<file path="config.mk">
export PLATFORM = sky130hd
export DESIGN_NAME = psram_cmd_ctrl
export DESIGN_NICKNAME = d
export VERILOG_FILES = /design/src/rtl/psram_pkg.sv /design/src/rtl/psram_ca_shift.sv /design/src/rtl/psram_cmd_ctrl.sv
export SDC_FILE = /design/constraint.sdc
export NUM_CORES = 1
export LEC_CHECK = 0
export BUFFER_PORTS_ARGS = -buffer_cell sky130_fd_sc_hd__buf_2
export CAP_MARGIN = 5
export CORE_AREA = 2 2 91 93
export CTS_CLUSTER_DIAMETER = 80
export CTS_CLUSTER_SIZE = 8
export DETAILED_ROUTE_END_ITERATION = 8
export DIE_AREA = 0 0 93 95
export PLACE_DENSITY_LB_ADDON = 0.05
export SYNTH_ARGS = -nofsm -noshare
export SYNTH_HDL_FRONTEND = slang
export SYNTH_SLANG_ARGS = --single-unit
</file>
<file path="constraint.sdc">
create_clock -name clk -period 3.5 [get_ports clk]
set_clock_uncertainty 0.2 [all_clocks]
set_input_delay 0.175 -clock clk [delete_from_list [all_inputs] [get_ports clk]]
set_output_delay 0.175 -clock clk [all_outputs]
set_load 0.005 [all_outputs]
</file>
<file path="src/rtl/psram_pkg.sv">
// Shared PSRAM controller types: FSM state encoding, CA field layout and CA builder.
// Latency: none. This file holds declarations only.
// Backpressure: none.
package psram_pkg;

    typedef enum logic [3:0] {
        ST_INIT_WAIT,
        ST_CFG_CA,
        ST_CFG_DATA,
        ST_IDLE,
        ST_CA,
        ST_LAT,
        ST_WRITE,
        ST_READ,
        ST_CS_HIGH
    } psram_state_e;

    // The 48-bit command/address word goes out 16 bits per beat, MSB first.
    localparam int CA_W         = 48;
    localparam int CA_BEATS     = 3;
    localparam int CA_RW_BIT    = 47;   // 1 = read
    localparam int CA_AS_BIT    = 46;   // 1 = register space
    localparam int CA_BURST_BIT = 45;   // 1 = linear burst
    localparam int CA_ROW_LSB   = 16;
    localparam int CA_ROW_W     = 19;   // addr[21:3]; bits [44:35] stay zero
    localparam int CA_COL_W     = 3;    // addr[2:0] in CA[2:0]

    // Word address that lands CR0 at CA 48'h6000_0100_0000 once build_ca is applied.
    localparam logic [21:0] CR0_ADDR = 22'h000800;

    function automatic logic [CA_W-1:0] build_ca(input logic        rw,
                                                 input logic        as_reg,
                                                 input logic [21:0] addr);
        logic [CA_W-1:0] ca;
        ca                             = '0;
        ca[CA_RW_BIT]                  = rw;
        ca[CA_AS_BIT]                  = as_reg;
        ca[CA_BURST_BIT]               = 1'b1;
        ca[CA_ROW_LSB +: CA_ROW_W]     = addr[21:CA_COL_W];
        ca[CA_COL_W-1:0]               = addr[CA_COL_W-1:0];
        return ca;
    endfunction

endpackage

</file>
<file path="src/rtl/psram_ca_shift.sv">
// Loads a 48-bit CA word and presents it 16 bits per cycle, MSB pair first.
// Latency: the first word is visible the cycle after load_i; done_o marks the third word.
// Backpressure: none. The word advances on every cycle that adv_i is high.
module psram_ca_shift
    import psram_pkg::*;
(
    input  logic            clk,
    input  logic            rst_n,
    input  logic            load_i,
    input  logic [CA_W-1:0] ca_i,
    input  logic            adv_i,
    output logic [15:0]     word_o,
    output logic            done_o
);

    logic [CA_W-1:0] sh_q, sh_d;
    logic [1:0]      idx_q, idx_d;

    // A load wins over an advance, so a new access always starts on beat 0.
    always_comb begin
        sh_d  = sh_q;
        idx_d = idx_q;
        if (load_i) begin
            sh_d  = ca_i;
            idx_d = '0;
        end else if (adv_i) begin
            sh_d  = {sh_q[CA_W-17:0], 16'h0000};
            idx_d = idx_q + 2'd1;
        end
    end

    // Hold the shift register and beat index.
    always_ff @(posedge clk or negedge rst_n) begin
        if (!rst_n) begin
            sh_q  <= '0;
            idx_q <= '0;
        end else begin
            sh_q  <= sh_d;
            idx_q <= idx_d;
        end
    end

    assign word_o = sh_q[CA_W-1 -: 16];
    assign done_o = (idx_q == 2'(CA_BEATS - 1));

endmodule

</file>
<file path="src/rtl/psram_cmd_ctrl.sv">
// HyperBus-style PSRAM controller: power-up wait, CR0 programming, then one burst per command.
// Latency: the CA starts the cycle after cmd accept; a read word is forwarded one cycle after phy_rd_valid.
// Backpressure: cmd_ready is high only in IDLE after init. Write data must follow wr_ack every cycle.
module psram_cmd_ctrl
    import psram_pkg::*;
#(
    parameter int          CLK_MHZ     = 54,
    parameter int          INIT_US     = 150,
    parameter int          LATENCY     = 3,
    parameter int          BURST_WORDS = 4,
    parameter int          CSHI_CYCLES = 2,
    parameter logic [15:0] CR0_VALUE   = 16'h8F2C,
    parameter int          RD_TIMEOUT  = 64
) (
    input  logic        clk,
    input  logic        resetn,
    input  logic        cmd_valid,
    output logic        cmd_ready,
    input  logic        cmd_write,
    input  logic [21:0] cmd_addr,
    input  logic [15:0] wr_data,
    input  logic [1:0]  wr_mask,
    output logic        wr_ack,
    output logic [15:0] rd_data,
    output logic        rd_valid,
    output logic        rd_error,
    output logic        init_done,
    output logic        psram_ck_en,
    output logic        psram_cs_n,
    output logic [15:0] dq_out,
    output logic        dq_oe,
    output logic [1:0]  rwds_out,
    output logic        rwds_oe,
    input  logic [15:0] phy_rd_word,
    input  logic        phy_rd_valid
);

    // resetn is expected to be released synchronously to clk by the reset generator.
    localparam int INIT_CYCLES = CLK_MHZ * INIT_US;
    localparam int CNT_MAX     = (INIT_CYCLES > RD_TIMEOUT) ? INIT_CYCLES : RD_TIMEOUT;
    localparam int CNT_W       = $clog2(CNT_MAX + 1);
    localparam int WC_W        = $clog2(BURST_WORDS + 1);

    psram_state_e     state_q, state_d;
    logic [CNT_W-1:0] cnt_q, cnt_d;
    logic [WC_W-1:0]  rd_words_q, rd_words_d;
    logic             write_q, write_d;
    logic             init_done_q, init_done_d;
    logic [15:0]      rd_data_q, rd_data_d;
    logic             rd_valid_q, rd_valid_d;
    logic             rd_error_q, rd_error_d;

    logic             ca_load;
    logic [CA_W-1:0]  ca_val;
    logic             ca_adv;
    logic [15:0]      ca_word;
    logic             ca_done;
    logic             rd_last;
    logic             rd_timeout;

    psram_ca_shift u_ca_shift (
        .clk    (clk),
        .rst_n  (resetn),
        .load_i (ca_load),
        .ca_i   (ca_val),
        .adv_i  (ca_adv),
        .word_o (ca_word),
        .done_o (ca_done)
    );

    // A word that completes the burst on the final timeout cycle counts as success.
    // Otherwise a word arriving on that cycle is dropped, so rd_valid and rd_error never overlap.
    assign rd_last    = phy_rd_valid && (rd_words_q == WC_W'(BURST_WORDS - 1));
    assign rd_timeout = (cnt_q == CNT_W'(RD_TIMEOUT - 1)) && !rd_last;

    // Next-state, counters and bus outputs. Bus pins follow the state directly so reset idles them at once.
    always_comb begin
        state_d     = state_q;
        cnt_d       = cnt_q + CNT_W'(1);
        rd_words_d  = rd_words_q;
        write_d     = write_q;
        init_done_d = init_done_q;
        rd_data_d   = rd_data_q;
        rd_valid_d  = 1'b0;
        rd_error_d  = 1'b0;
        ca_load     = 1'b0;
        ca_val      = build_ca(~cmd_write, 1'b0, cmd_addr);
        ca_adv      = 1'b0;
        cmd_ready   = 1'b0;
        wr_ack      = 1'b0;
        psram_ck_en = 1'b0;
        psram_cs_n  = 1'b1;
        dq_out      = '0;
        dq_oe       = 1'b0;
        rwds_out    = '0;
        rwds_oe     = 1'b0;

        unique case (state_q)
            ST_INIT_WAIT: begin
                if (cnt_q == CNT_W'(INIT_CYCLES - 1)) begin
                    state_d = ST_CFG_CA;
                    cnt_d   = '0;
                    ca_load = 1'b1;
                    ca_val  = build_ca(1'b0, 1'b1, CR0_ADDR);
                end
            end
            ST_CFG_CA, ST_CA: begin
                psram_cs_n  = 1'b0;
                psram_ck_en = 1'b1;
                dq_oe       = 1'b1;
                dq_out      = ca_word;
                ca_adv      = 1'b1;
                cnt_d       = '0;
                if (ca_done) begin
                    state_d = (state_q == ST_CFG_CA) ? ST_CFG_DATA : ST_LAT;
                end
            end
            ST_CFG_DATA: begin
                // Register writes carry no latency and no RWDS masking.
                psram_cs_n  = 1'b0;
                psram_ck_en = 1'b1;
                dq_oe       = 1'b1;
                dq_out      = CR0_VALUE;
                state_d     = ST_CS_HIGH;
                cnt_d       = '0;
            end
            ST_IDLE: begin
                cnt_d     = '0;
                cmd_ready = init_done_q;
                if (cmd_valid && init_done_q) begin
                    write_d = cmd_write;
                    ca_load = 1'b1;
                    state_d = ST_CA;
                end
            end
            ST_LAT: begin
                psram_cs_n  = 1'b0;
                psram_ck_en = 1'b1;
                if (cnt_q == CNT_W'(2 * LATENCY - 1)) begin
                    state_d    = write_q ? ST_WRITE : ST_READ;
                    cnt_d      = '0;
                    rd_words_d = '0;
                end
            end
            ST_WRITE: begin
                psram_cs_n  = 1'b0;
                psram_ck_en = 1'b1;
                wr_ack      = 1'b1;
                dq_oe       = 1'b1;
                dq_out      = wr_data;
                rwds_oe     = 1'b1;
                rwds_out    = ~wr_mask;
                if (cnt_q == CNT_W'(BURST_WORDS - 1)) begin
                    state_d = ST_CS_HIGH;
                    cnt_d   = '0;
                end
            end
            ST_READ: begin
                psram_cs_n  = 1'b0;
                psram_ck_en = 1'b1;
                if (phy_rd_valid && !rd_timeout) begin
                    rd_valid_d = 1'b1;
                    rd_data_d  = phy_rd_word;
                    rd_words_d = rd_words_q + WC_W'(1);
                end
                if (rd_last) begin
                    state_d = ST_CS_HIGH;
                    cnt_d   = '0;
                end else if (rd_timeout) begin
                    rd_error_d = 1'b1;
                    state_d    = ST_CS_HIGH;
                    cnt_d      = '0;
                end
            end
            ST_CS_HIGH: begin
                // init_done rises on the way out so the first cmd_ready coincides with it.
                if (cnt_q == CNT_W'(CSHI_CYCLES - 1)) begin
                    state_d     = ST_IDLE;
                    init_done_d = 1'b1;
                    cnt_d       = '0;
                end
            end
            default: begin
                state_d = ST_INIT_WAIT;
                cnt_d   = '0;
            end
        endcase
    end

    // State and datapath registers. Any reset reruns the full power-up sequence.
    always_ff @(posedge clk or negedge resetn) begin
        if (!resetn) begin
            state_q     <= ST_INIT_WAIT;
            cnt_q       <= '0;
            rd_words_q  <= '0;
            write_q     <= 1'b0;
            init_done_q <= 1'b0;
            rd_data_q   <= '0;
            rd_valid_q  <= 1'b0;
            rd_error_q  <= 1'b0;
        end else begin
            state_q     <= state_d;
            cnt_q       <= cnt_d;
            rd_words_q  <= rd_words_d;
            write_q     <= write_d;
            init_done_q <= init_done_d;
            rd_data_q   <= rd_data_d;
            rd_valid_q  <= rd_valid_d;
            rd_error_q  <= rd_error_d;
        end
    end

    assign init_done = init_done_q;
    assign rd_data   = rd_data_q;
    assign rd_valid  = rd_valid_q;
    assign rd_error  = rd_error_q;

endmodule

</file>
; Word level (Yosys, flattened, before mapping)
; Index checks and enable logic that the tools add are counted.
[word_totals]
ff_bits = 90
latchBits = 0
ram_bits = 0
mem_bits_ro = 0
in_bits = 61
out_inout_bits = 43
memories = 0
[op_classes]
n_addsub = 3
n_mul = 0
n_div = 0
magnitude_cmp = 0
n_eq_ne = 23
shift = 0
mux = 43
bitwise_logic = 2
reduce_logical = 17
[op_table]
columns = operator, n
row1 = 2-to-1 mux 48 bit, 4
row2 = 2-to-1 mux 13 bit, 6
row3 = case mux 13 bit (5 select lines), 1
row4 = case mux 16 bit (3 select lines), 1
row5 = 2-to-1 mux 4 bit, 8
row6 = case mux 4 bit (8 select lines), 1
row7 = "equality test 4 x 3 -> 1 bit, second input constant", 4
row8 = 2-to-1 mux 1 bit, 14
row9 = "!= test 2 bit, second input constant", 7
row10 = "adder 13 x 1 -> 13 bit, second input constant", 1
row11 = "equality test 13 x 1 -> 1 bit, second input constant", 1
row12 = "equality test 13 bit, second input constant", 1
row13 = "equality test 13 x 2 -> 1 bit, second input constant", 1
row14 = "equality test 13 x 3 -> 1 bit, second input constant", 1
row15 = "equality test 13 x 6 -> 1 bit, second input constant", 1
row16 = 2-to-1 mux 3 bit, 3
row17 = "equality test 4 x 2 -> 1 bit, second input constant", 2
row18 = AND reduction 7 bit, 1
row19 = 2-to-1 mux 2 bit, 3
row20 = case mux 3 bit (2 select lines), 1
row21 = AND reduction 2 bit, 3
row22 = OR reduction 6 bit, 1
row23 = "equality test 4 x 1 -> 1 bit, second input constant", 1
row24 = "equality test 4 bit, second input constant", 1
row25 = 15 further kinds, 20

; Longest topological paths before layout
; Gate-level depths: netlist (run 1).
[depth]
word_depth = 8
depth_mapped = 9

; Hierarchy
; Synthesis (run 1) repeated with hierarchy kept, for this count alone.
[hier_totals]
hier_cells = 519
area_unflattened_um2 = 4818.4
[modules_own_cells]
columns = mod, instances, cells_per_inst, area_each_um2, seq_area_each_um2
row1 = psram_ca_shift, 1, 233, 2409.8, 1251.2
row2 = psram_cmd_ctrl, 1, 286, 2408.6, 1001.0

; Worst setup path after synthesis (run 1)
; No wires, ideal clock.
[synth_path]
kind = register to register
startpoint = register cnt_q[0]
endpoint = register state_q[0]
arrival_time_ps = 1787
t_required_ps = 3174
setup_slack_ps = 1387
path_stages_with_launch = 7
path_buffers = 0
cell_sequence = dfrtp_1 -> ha_1 -> nor4b_2 -> nand3_2 -> a221oi_2 -> o211ai_1 -> a221o_1
[synth_via]
elab_chain_cells = 4
word_cells_on_any_way = 12
[synth_lines]
columns = element, line
row1 = from (decl), psram_cmd_ctrl.sv:45  ; logic [CNT_W-1:0] cnt_q, cnt_d;
row2 = from (signal assigned), psram_cmd_ctrl.sv:203  ; cnt_q <= cnt_d;
row3 = equality test 13 x 6 -> 1 bit, psram_cmd_ctrl.sv:74  ; assign rd_timeout = (cnt_q == CNT_W'(RD_TIMEOUT - 1)) && !rd_last;
row4 = logical AND 1 bit, psram_cmd_ctrl.sv:74
row5 = != test 3 bit (no source line), -
row6 = AND reduction 7 bit (no source line) (*), -
row7 = to (signal assigned), psram_cmd_ctrl.sv:202  ; state_q <= state_d;
row8 = to (decl), psram_cmd_ctrl.sv:44  ; psram_state_e state_q, state_d;
; Mark *: on every way between the ends. The rest lies on a longest branch, timed or not.
; A chain may end at the register's enable or synchronous reset.

; Final worst setup path (run 1)
[layout_path]
startpoint = register state_q[0]
endpoint = output port dq_out[0]
[layout_via]
elab_chain_cells = 3
word_cells_on_any_way = 6
[layout_lines]
columns = element, line
row1 = equality test 4 x 1 -> 1 bit or equality test 4 x 3 -> 1 bit (tied branches), psram_cmd_ctrl.sv:98  ; unique case (state_q)
row2 = OR reduction 2 bit, psram_cmd_ctrl.sv:98
row3 = case mux 16 bit (3 select lines) (*), psram_cmd_ctrl.sv:98
row4 = to (decl), psram_cmd_ctrl.sv:30  ; output logic [15:0] dq_out,
; Marked as above.

==> run metrics, run 1 <==
TritonCTS clock tree=built; area of the core=about 0.0079 mm^2; hold slack final=between 0.2 and 0.3 ns; port buffer count=slightly above 100; final cell count without fillers=around 600; Seq/Total Area, Yosys=between 50% and 60%; first-pass GRT wire length=between 15000 and 20000 um; area of the multi-input gates=around 0.0017 mm^2; clk buf depth=2; total I/O pin count=around 100; VDD IR max=about 0.35 mV; yosys warns=0; GRT Total Usage=21.6%; CP Class=reg2out; cts repair resizes=0; reg-to-reg startpoint=state_q[2]; Initial Util=slightly below 50%; Top FF cell, synth=dfrtp_1; gr ovfl total=0; crit path time final=roughly 2.7 ns; TritonRoute pass-1 iters=7; Fill cells=between 600 and 700; Cells after Synth=375; postcts setup bufs=0; initial antenna violation count=0; CP max FO=24; vias in the first global route=approximately 3200; Yosys cell types=just over 50; share of async-settable or async-resettable flops after synthesis=100%; post-DR vias/cell=around 5.3; DP Cell Count=around 560; Slew @ Worst Pin=0.938 ns; placed instance area=around 0.0044 mm^2; fmax=366 MHz; Final Max Slew Viols=0; Mapped Area=between 0.003 and 0.004 mm^2; total CTS buffers=9; Total Die Area=between 0.008 and 0.009 mm^2; Final Hold Fails=0; Final GP Congestion=between 0.8 and 0.9; Final nets=574; number of flops mapped to enable cells by yosys=0; Seq cells post-synth=77; critical path launch point type=register; DR iter-0 viols=210; Hold-fix buffers, CTS=41; Hold Crit Class=in2reg; Die Y=roughly 95 um; Clock Sinks=77; via count=roughly 3300; FF/Latch Area=approximately 0.0019 mm^2; ANT cells=0; Area Overhead vs Synth=29.9%; Tot Pwr=approximately 3.5 mW; LEAKAGE=between 2 and 2.5 nW; hpwl dp=roughly 6100 um; clock edge transition at the registers on the reported setup and hold paths=~0.080 ns; Final setup viols=0; Die X-Extent=93 um; share of layout cells above drive strength 1=between 20% and 30%; wire per inst=approximately 15 um; outcome=finished clean; syn_nets=~440; later-pin clock latency in the skew report=between 0.3 and 0.4 ns; max_slew headroom=37.5%; Hold Startpoint=cmd_valid; TNS Setup=0 ns; largest net degree at the start of global routing=around 80; Synth Area per Inst=approximately 10 um^2; Crit. End Element=output port; H-tree levels=3; RSZ-0062 raised after global routing=false; Routed WL=roughly 9000 um; clk root buf=clkbuf_8; Std-Cell Rows=33; max_cap viols=0; fin crit share=between 70% and 80%; DRT antenna net count=0; worst setup path startpoint=state_q[0]; Worst EP arrival=between 2 and 2.5 ns; power per cell area=between 700 and 800 mW/mm^2; WP data required=3.12 ns; # DRC=0; finished layout cell area=0.00498 mm^2
==> layout make-up <==
type                       instances  share of cell area (%)
sequential                        77                    38.7
multi-input combinational        265                    35.0
timing repair buffer             148                    19.2
clock buffer                      11                    2.64
tap                              105                    2.64
clock inverter                     5                    1.23
inverter                           7                   0.528
==> sequential cells by signal, summed over array words and instances, names as in the netlist <==
signal / flops
cnt_q: 13
rd_error: 1
write_q: 1
rd_data: 16
state_q: 4
rd_words_q: 3
rd_valid: 1
init_done: 1
u_ca_shift.sh_q: 35
u_ca_shift.idx_q: 2
==> routing by layer <==
metal  vias up  track usage [%]  wire length [um]  part of all wire [%]
met3        22             3.35               343                   3.7
li1       1602                -                 -                     -
met2       102             36.1              4600                    50
met5         -                0                 0                     0
met1      1560             28.3              4020                    44
met4         0             8.46               221                   2.4
==> critical path: stages (launching register included) <==
cell and delay, ns:
dfrtp_1 0.81, xor2_1 0.30, and2_1 0.41, buf_4 0.27, a22o_1 0.14, buf_2 0.10
==> worst paths after layout <==
| kind | slack (ns) | endpoint | cells after the start |
|---|---|---|---|
| max | 0.76 | dq_out[0] | 5 |
| min | 0.28 | u_ca_shift.sh_q[39] | 4 |
| max reg2reg | 0.87 | rd_words_q[0] | 5 |
| min reg2reg | 0.31 | rd_data[14] | 1 |
| max in group asynchronous | 2.17 | u_ca_shift.sh_q[28] | 2 |
| min in group asynchronous | 0.31 | cnt_q[11] | 2 |
==> logic make-up after synthesis <==
kind of cell             Yosys count  share of synthesized area (%)
flip-flops                        77                           50.3
AO/OA/AOI/OAI                     82                           15.8
XOR/XNOR                          13                           2.97
AND/OR/NAND/NOR                  141                           18.2
buffers and inverters             33                           4.34
multiplexers                      24                           6.86
adder cells (fa/ha/maj)            5                           1.63
==> per-stage QoR <==
stage / setup slack, ns / utilization (%)
2_1_floorplan: 1.39 / -
3_3_place_gp: 0.961 / 55.2
3_5_place_dp: 0.876 / 55.2
4_1_cts: 0.715 / 62.8
5_1_grt: 0.533 / 62.8
6_report: 0.764 / 62.8
==> where the power goes <==
group / internal (mW) / leakage, nW / switching [mW] / total, mW
clock network: 0.333 / 0.0975 / 0.317 / 0.650
logic: 0.653 / 1.29 / 0.726 / 1.38
registers: 1.19 / 1.04 / 0.274 / 1.47
total: 2.18 / 2.43 / 1.32 / 3.49
==> synthesized netlist by cell type, types with 2 or more instances <==
cell type	n	area share (%)
a221o_1	3	0.78
a22o_1	26	5.9
nand3b_1	2	0.39
a31oi_1	2	0.33
a21oi_1	30	3.9
nand4bb_1	2	0.59
a211oi_1	3	0.59
nor4_1	4	0.65
nand2_1	40	3.9
xnor2_1	10	2.3
xor2_1	3	0.69
buf_2	10	1.3
nor3_1	14	1.8
and4_1	2	0.46
nor2b_1	3	0.49
ha_1	5	1.6
buf_6	2	0.59
inv_1	7	0.69
mux2_2	18	5.3
buf_4	4	0.78
and2_1	5	0.82
clkbuf_1	8	0.78
mux2i_1	6	1.6
dfrtp_1	77	50
nand2b_1	2	0.33
o31ai_1	6	1.2
buf_1	2	0.20
nand3_1	5	0.65
nor2_1	50	4.9
and3_1	3	0.49
==> cells in the final DEF (no fill, tap or decap), types with 2 or more instances in the layout <==
cell type | synthesis | layout
buf_4 | 4 | 5
mux2i_1 | 6 | 6
o31ai_1 | 6 | 6
nor4_1 | 4 | 4
nand4bb_1 | 2 | 2
nor2b_1 | 3 | 3
a22o_1 | 26 | 26
dfrtp_1 | 77 | 77
a221o_1 | 3 | 3
clkbuf_8 | 0 | 9
buf_2 | 10 | 102
nand2b_1 | 2 | 2
inv_1 | 7 | 7
and4_1 | 2 | 2
clkbuf_1 | 8 | 2
clkinv_4 | 0 | 3
nor2_1 | 50 | 50
ha_1 | 5 | 5
dlygate4sd3_1 | 0 | 41
a21oi_1 | 30 | 30
nand3b_1 | 2 | 2
a31oi_1 | 2 | 2
and2_1 | 5 | 5
and3_1 | 3 | 3
nor3_1 | 14 | 14
a211oi_1 | 3 | 3
xor2_1 | 3 | 3
xnor2_1 | 10 | 10
mux2_2 | 18 | 18
nand2_1 | 40 | 40
nand3_1 | 5 | 5
No activity file was read; power rests on OpenSTA's default activity.
==> run 2: changes to the inputs <==
clock period = 2.86 ns   (was 3.5 ns; I/O delays follow)
==> run 2 against run 1 <==
Non-clock buffer count increased by 10. Worst hold slack better by 0.0076 ns. Sequential power rose by 19%. Die area did not move. Worst setup slack worse by 0.54 ns. Total power increased by 26%. Global-route usage decreased by 0.69 points. Clock power grew 29%. Design area grew 1.8%. Cell count increased by 1.6%. Critical path depth stayed put.
==> run metrics, run 2 (same netlist as run 1, synthesis figures left out) <==
outcome=finished clean (unchanged); Hold Crit Class=in2async (was in2reg); highest-count cells in the layout ignoring fill and taps=102 x buf_2, 77 x dfrtp_1, 50 x nor2_1 (unchanged); via count=3303 (was 3286); most flop-heavy register=u_ca_shift.sh_q (unchanged); WP data required=2.52 ns (was 3.12 ns); vias in the first global route=3148 (was 3161); M1 wire length=3900 um (was 4020 um); TritonRoute pass-1 iters=5 (was 7); Area Overhead vs Synth=32.3% (was 29.9%); reg-to-reg startpoint=cnt_q[0] (was state_q[2]); TNS Setup=0 ns (unchanged); Std-Cell Rows=33 (unchanged); later-pin clock latency in the skew report=0.35 ns (was 0.34 ns); area of the core=0.00793 mm^2 (unchanged); fin crit share=approximately 92%; power per cell area=866 mW/mm^2 (was 701 mW/mm^2); Final setup viols=0 (unchanged); LEAKAGE=2.48 nW (was 2.43 nW); wire per inst=14.6 um (was 14.9 um); routed wl met2=4700 um (was 4600 um); cts repair resizes=0 (unchanged); hold slack final=0.285 ns (was 0.278 ns); ANT cells=0 (unchanged); Max Used Layer=met4 (unchanged); total CTS buffers=9 (unchanged); area of the multi-input gates=0.00174 mm^2 (unchanged); total I/O pin count=104 (unchanged); post-DR vias/cell=5.26 (was 5.32); clock edge transition at the registers on the reported setup and hold paths=0.08 ns (about the same); most common cell after layout, fill and taps aside=buf_2 (unchanged); Routed WL=9150 um (was 9190 um); worst setup path startpoint=state_q[2] (was state_q[0]); Final GP Congestion=0.848 (was 0.867); fmax=between 300 and 400 MHz; postcts setup bufs=0 (unchanged); TritonCTS clock tree=built (unchanged); Final nets=584 (was 574); max_slew headroom=37.0% (was 37.5%); largest net degree at the start of global routing=78 (unchanged); DP Cell Count=571 (was 561); Crit. End Element=output port (unchanged); Fill cells=681 (was 676); first-pass GRT wire length=14500 um (was 15100 um); hpwl dp=6100 um (was 6080 um); H-tree levels=3 (unchanged); CP max FO=13 (was 24); Total Die Area=0.00884 mm^2 (unchanged); DRT antenna net count=0 (unchanged); port buffer count=103 (unchanged); Worst EP arrival=2.29 ns (was 2.36 ns); routed wire length on met3=377 um (was 343 um); Die Y=95 um (unchanged); final cell count without fillers=628 (was 618); setup slack at placement=0.494 ns (was 0.876 ns); Die X-Extent=93 um (unchanged); clk buf depth=2 (unchanged); initial antenna violation count=0 (unchanged); # DRC=0 (unchanged); FF/Latch Area=0.00193 mm^2 (unchanged); gr ovfl total=0 (unchanged); share of layout cells above drive strength 1=30.4% (was 28.7%); Final Hold Fails=0 (unchanged); crit path time final=2.63 ns; worst setup margin=0.227 ns (was 0.764 ns); RSZ-0062 raised after global routing=false (unchanged); DR iter-0 viols=142 (was 210); max reg flops=35 (unchanged); Hold-fix buffers, CTS=41 (unchanged); Final Max Slew Viols=0 (unchanged); Initial Util=48.3% (unchanged); critical path launch point type=register (unchanged); GRT Total Usage=20.9% (was 21.6%); VDD IR max=0.501 mV (was 0.348 mV); CP Class=reg2out (unchanged); clk root buf=clkbuf_8 (unchanged); Slew @ Worst Pin=0.944 ns (was 0.938 ns); Clock Sinks=77 (unchanged); max_cap viols=0 (unchanged)
==> run 2: cell count changes in the layout (fill, tap and decap cells not counted), sizes merged <==
cell      delta
inv          +2
clkinv       -2
buf         +10
clkinvlp     +1
clkbuf       -1
==> run 2: metrics by stage <==
| stage | area, um^2 | total power [mW] | util, % |
|---|---|---|---|
| 3_5_place_dp | 4450 | 3.53 | 56.2 |
| 5_1_grt | 5070 | 4.74 | 63.9 |
| 6_report | 5070 | 4.39 | 63.9 |
| 2_1_floorplan | 3830 | 2.93 | - |
| 3_3_place_gp | 4450 | 3.49 | 56.2 |
| 4_1_cts | 5070 | 4.42 | 63.9 |
==> run 2: final cells by class <==
type / count / area share [%]
Sequential cell: 77 / 38.0
Multi-Input combinational cell: 265 / 34.4
Timing Repair Buffer: 158 / 20.4
Clock buffer: 10 / 2.72
Tap cell: 105 / 2.59
Clock inverter: 6 / 1.36
Inverter: 7 / 0.518
==> run 2: final timing paths <==
check | to | slack, ns | depth (start not counted)
max | dq_out[7] | 0.23 | 5
min | cnt_q[7] | 0.29 | 2
max reg2reg | state_q[0] | 0.49 | 6
min reg2reg | u_ca_shift.sh_q[31] | 0.30 | 1
max in group asynchronous | u_ca_shift.sh_q[29] | 1.56 | 2
min in group clk | u_ca_shift.sh_q[31] | 0.30 | 1
==> run 2: report_power, final <==
group | total, mW | switching, mW | leakage [nW] | internal [mW]
clock | 0.841 | 0.408 | 0.103 | 0.433
sequential | 1.75 | 0.289 | 1.04 | 1.46
combinational | 1.80 | 0.945 | 1.35 | 0.856
==> run 2: metal layers <==
metal,up-vias,track usage [%]
met3,14,3.27
met5,-,0
met1,1579,25.7
li1,1620,-
met2,90,36.4
met4,0,9.31
==> run 2: worst max-delay path, cell delays in order, from the launching register on <==
cell and delay [ns]:
dfrtp_1 0.60, xor2_1 0.31, and2_1 0.52, buf_4 0.27, a22o_1 0.14, buf_2 0.10
==> run 3: changes to the inputs <==
GPL_TIMING_DRIVEN = 0   (was default)
==> run 3 against run 2 <==
Count of clock-buffer cells in the layout decreased by 1. Via count increased by 1.1%. Combinational power increased by 6%. Total power increased by 3.4%. Utilization increased by 0.93 points. First-iteration DRC count decreased by 23%. Global-route usage increased by 1.6 points. Sequential share of layout area decreased by 0.55 points. Critical path type unchanged.
==> run metrics, run 3 (same netlist as run 1, synthesis figures left out) <==
outcome=finished clean (unchanged); reg-to-reg startpoint=cnt_q[0] (unchanged); highest-count cells in the layout ignoring fill and taps=112 x buf_2, 77 x dfrtp_1, 50 x nor2_1 (was 102 x buf_2, 77 x dfrtp_1, 50 x nor2_1); max_slew headroom=54.8% (was 37.0%); crit path capture=dq_out[14] (was dq_out[7]); power per cell area=883 mW/mm^2 (was 866 mW/mm^2); worst setup path startpoint=state_q[0] (was state_q[2]); most flop-heavy register=u_ca_shift.sh_q (unchanged); FF/Latch Area=0.00193 mm^2 (unchanged); VDD IR max=0.480 mV (was 0.501 mV); placed instance area=0.00451 mm^2 (was 0.00445 mm^2); TNS Setup=0 ns (unchanged); clk root buf=clkbuf_8 (unchanged); gr ovfl total=0 (unchanged); total CTS buffers=9 (unchanged); Die Y=95 um (unchanged); later-pin clock latency in the skew report=0.35 ns (about the same); crit-path max cell delay=0.44 ns (was 0.60 ns); Initial Util=48.3% (unchanged); wire per inst=15.1 um (was 14.6 um); Crit-path slowest cell=dfrtp_1 (unchanged); Tot Pwr=4.54 mW (was 4.39 mW); Area Overhead vs Synth=34.2% (was 32.3%); area of the core=0.00793 mm^2 (unchanged); port buffer count=103 (unchanged); fin crit share=91.6% (was 92.1%); area of the multi-input gates=0.00174 mm^2 (about the same); share of layout cells above drive strength 1=30.2% (was 30.4%); Final Hold Fails=0 (unchanged); RSZ-0062 raised after global routing=false (unchanged); vias in the first global route=3260 (was 3148); DRT antenna net count=0 (unchanged); post-DR vias/cell=5.21 (was 5.26); Fill cells=678 (was 681); Final nets=597 (was 584); GRT Total Usage=22.4% (was 20.9%); via count=3338 (was 3303); Hold Crit Class=in2async (unchanged); max reg flops=35 (unchanged); DR iter-0 viols=109 (was 142); final core utilization=64.9% (was 63.9%); R2R Path End=state_q[0] (unchanged); postcts setup bufs=0 (unchanged); # DRC=0 (unchanged); Worst EP arrival=2.28 ns (was 2.29 ns); clock edge transition at the registers on the reported setup and hold paths=0.09 ns (was 0.08 ns); first-pass GRT wire length=15400 um (was 14500 um); initial antenna violation count=0 (unchanged); crit path time final=2.62 ns (was 2.63 ns); critical path launch point type=register (unchanged); critical path's most frequent cell=buf_2; most common cell after layout, fill and taps aside=buf_2 (unchanged); largest net degree at the start of global routing=47 (was 78); CP Class=reg2out (unchanged); clk buf depth=2 (unchanged); TritonRoute pass-1 iters=4 (was 5); total I/O pin count=104 (unchanged); ANT cells=0 (unchanged); max_cap viols=0 (unchanged); LEAKAGE=2.52 nW (was 2.48 nW); hpwl dp=6520 um (was 6100 um); reg2reg setup slack=0.47 ns (was 0.49 ns); finished layout cell area=0.00514 mm^2 (was 0.00507 mm^2); Std-Cell Rows=33 (unchanged); Final GP Congestion=0.897 (was 0.848); Crit. End Element=output port (unchanged); WP data required=2.52 ns (about the same); Slew @ Worst Pin=0.676 ns (was 0.944 ns); Routed WL=9670 um (was 9150 um); CP max FO=10 (was 13); Die X-Extent=93 um (unchanged); fmax=382 MHz (was 380 MHz); Final setup viols=0 (unchanged); Reg2Reg Depth=6 (unchanged); H-tree levels=3 (unchanged); sequence of cells on the critical path=buf_2 > xor2_1 > and2_1 > buf_2 > buf_2 > a22o_1 > buf_2 (was xor2_1 > and2_1 > buf_4 > a22o_1 > buf_2); TritonCTS clock tree=built (unchanged); Total Die Area=0.00884 mm^2 (unchanged); Clock Sinks=77 (unchanged); Final Max Slew Viols=0 (unchanged)
==> run 3: routing by layer <==
layer / global-route usage [%] / part of all wire, % / vias up
met5: 0 / 0 / -
met4: 9.80 / 1.8 / 0
met3: 3.43 / 3.4 / 11
met2: 39.6 / 51 / 72
met1: 27.3 / 43 / 1611
li1: - / - / 1644
==> run 3: worst min path at each step <==
stage	from	endpoint	slack [ns]
after detailed placement	resetn	cnt_q[6]	-0.09
final	resetn	cnt_q[6]	0.06
after CTS	resetn	cnt_q[6]	0.07
after floorplan	resetn	cnt_q[0]	-0.35
after global placement	cmd_addr[19]	u_ca_shift.sh_q[32]	0.15
after global routing	resetn	cnt_q[6]	0.09
==> run 3: final cells by class <==
cell class	instances	area share [%]
Timing Repair Buffer	145	18.6
Sequential cell	77	37.5
Inverter	7	0.511
Clock inverter	7	1.90
Tap cell	105	2.55
Clock buffer	9	2.41
Multi-Input combinational cell	265	33.8
Buffer	26	2.75
==> run 3: worst max-delay path: cells and delay by family, from the launching register on <==
kind | cells | cell delay [ns]
buffers and inverters | 4 | 0.86
flip-flops | 1 | 0.44
XOR/XNOR | 1 | 0.28
AND/OR/NAND/NOR | 1 | 0.17
AO/OA/AOI/OAI | 1 | 0.17
==> run 3: what timing repair did <==
item,CTS,global route
endpoints found under the setup margin,0,8
hold endpoints to repair,118,0
hold buffers,41,0
gates resized for setup,0,2
==> run 3: metrics by stage <==
stage	hold WS, ns	setup slack [ns]	instances
after CTS	0.0690	0.128	641
final	0.0621	0.240	641
after detailed placement	-0.0872	0.442	584
after global routing	0.0856	0.0373	641
after global placement	0.146	0.501	583
after floorplan	-0.353	0.747	375
==> run 3: where the power goes <==
group / switching, mW / internal [mW] / leakage (nW)
sequential: 0.241 / 1.46 / 1.04
combinational: 1.03 / 0.882 / 1.38
clock: 0.433 / 0.496 / 0.106
total: 1.70 / 2.84 / 2.52
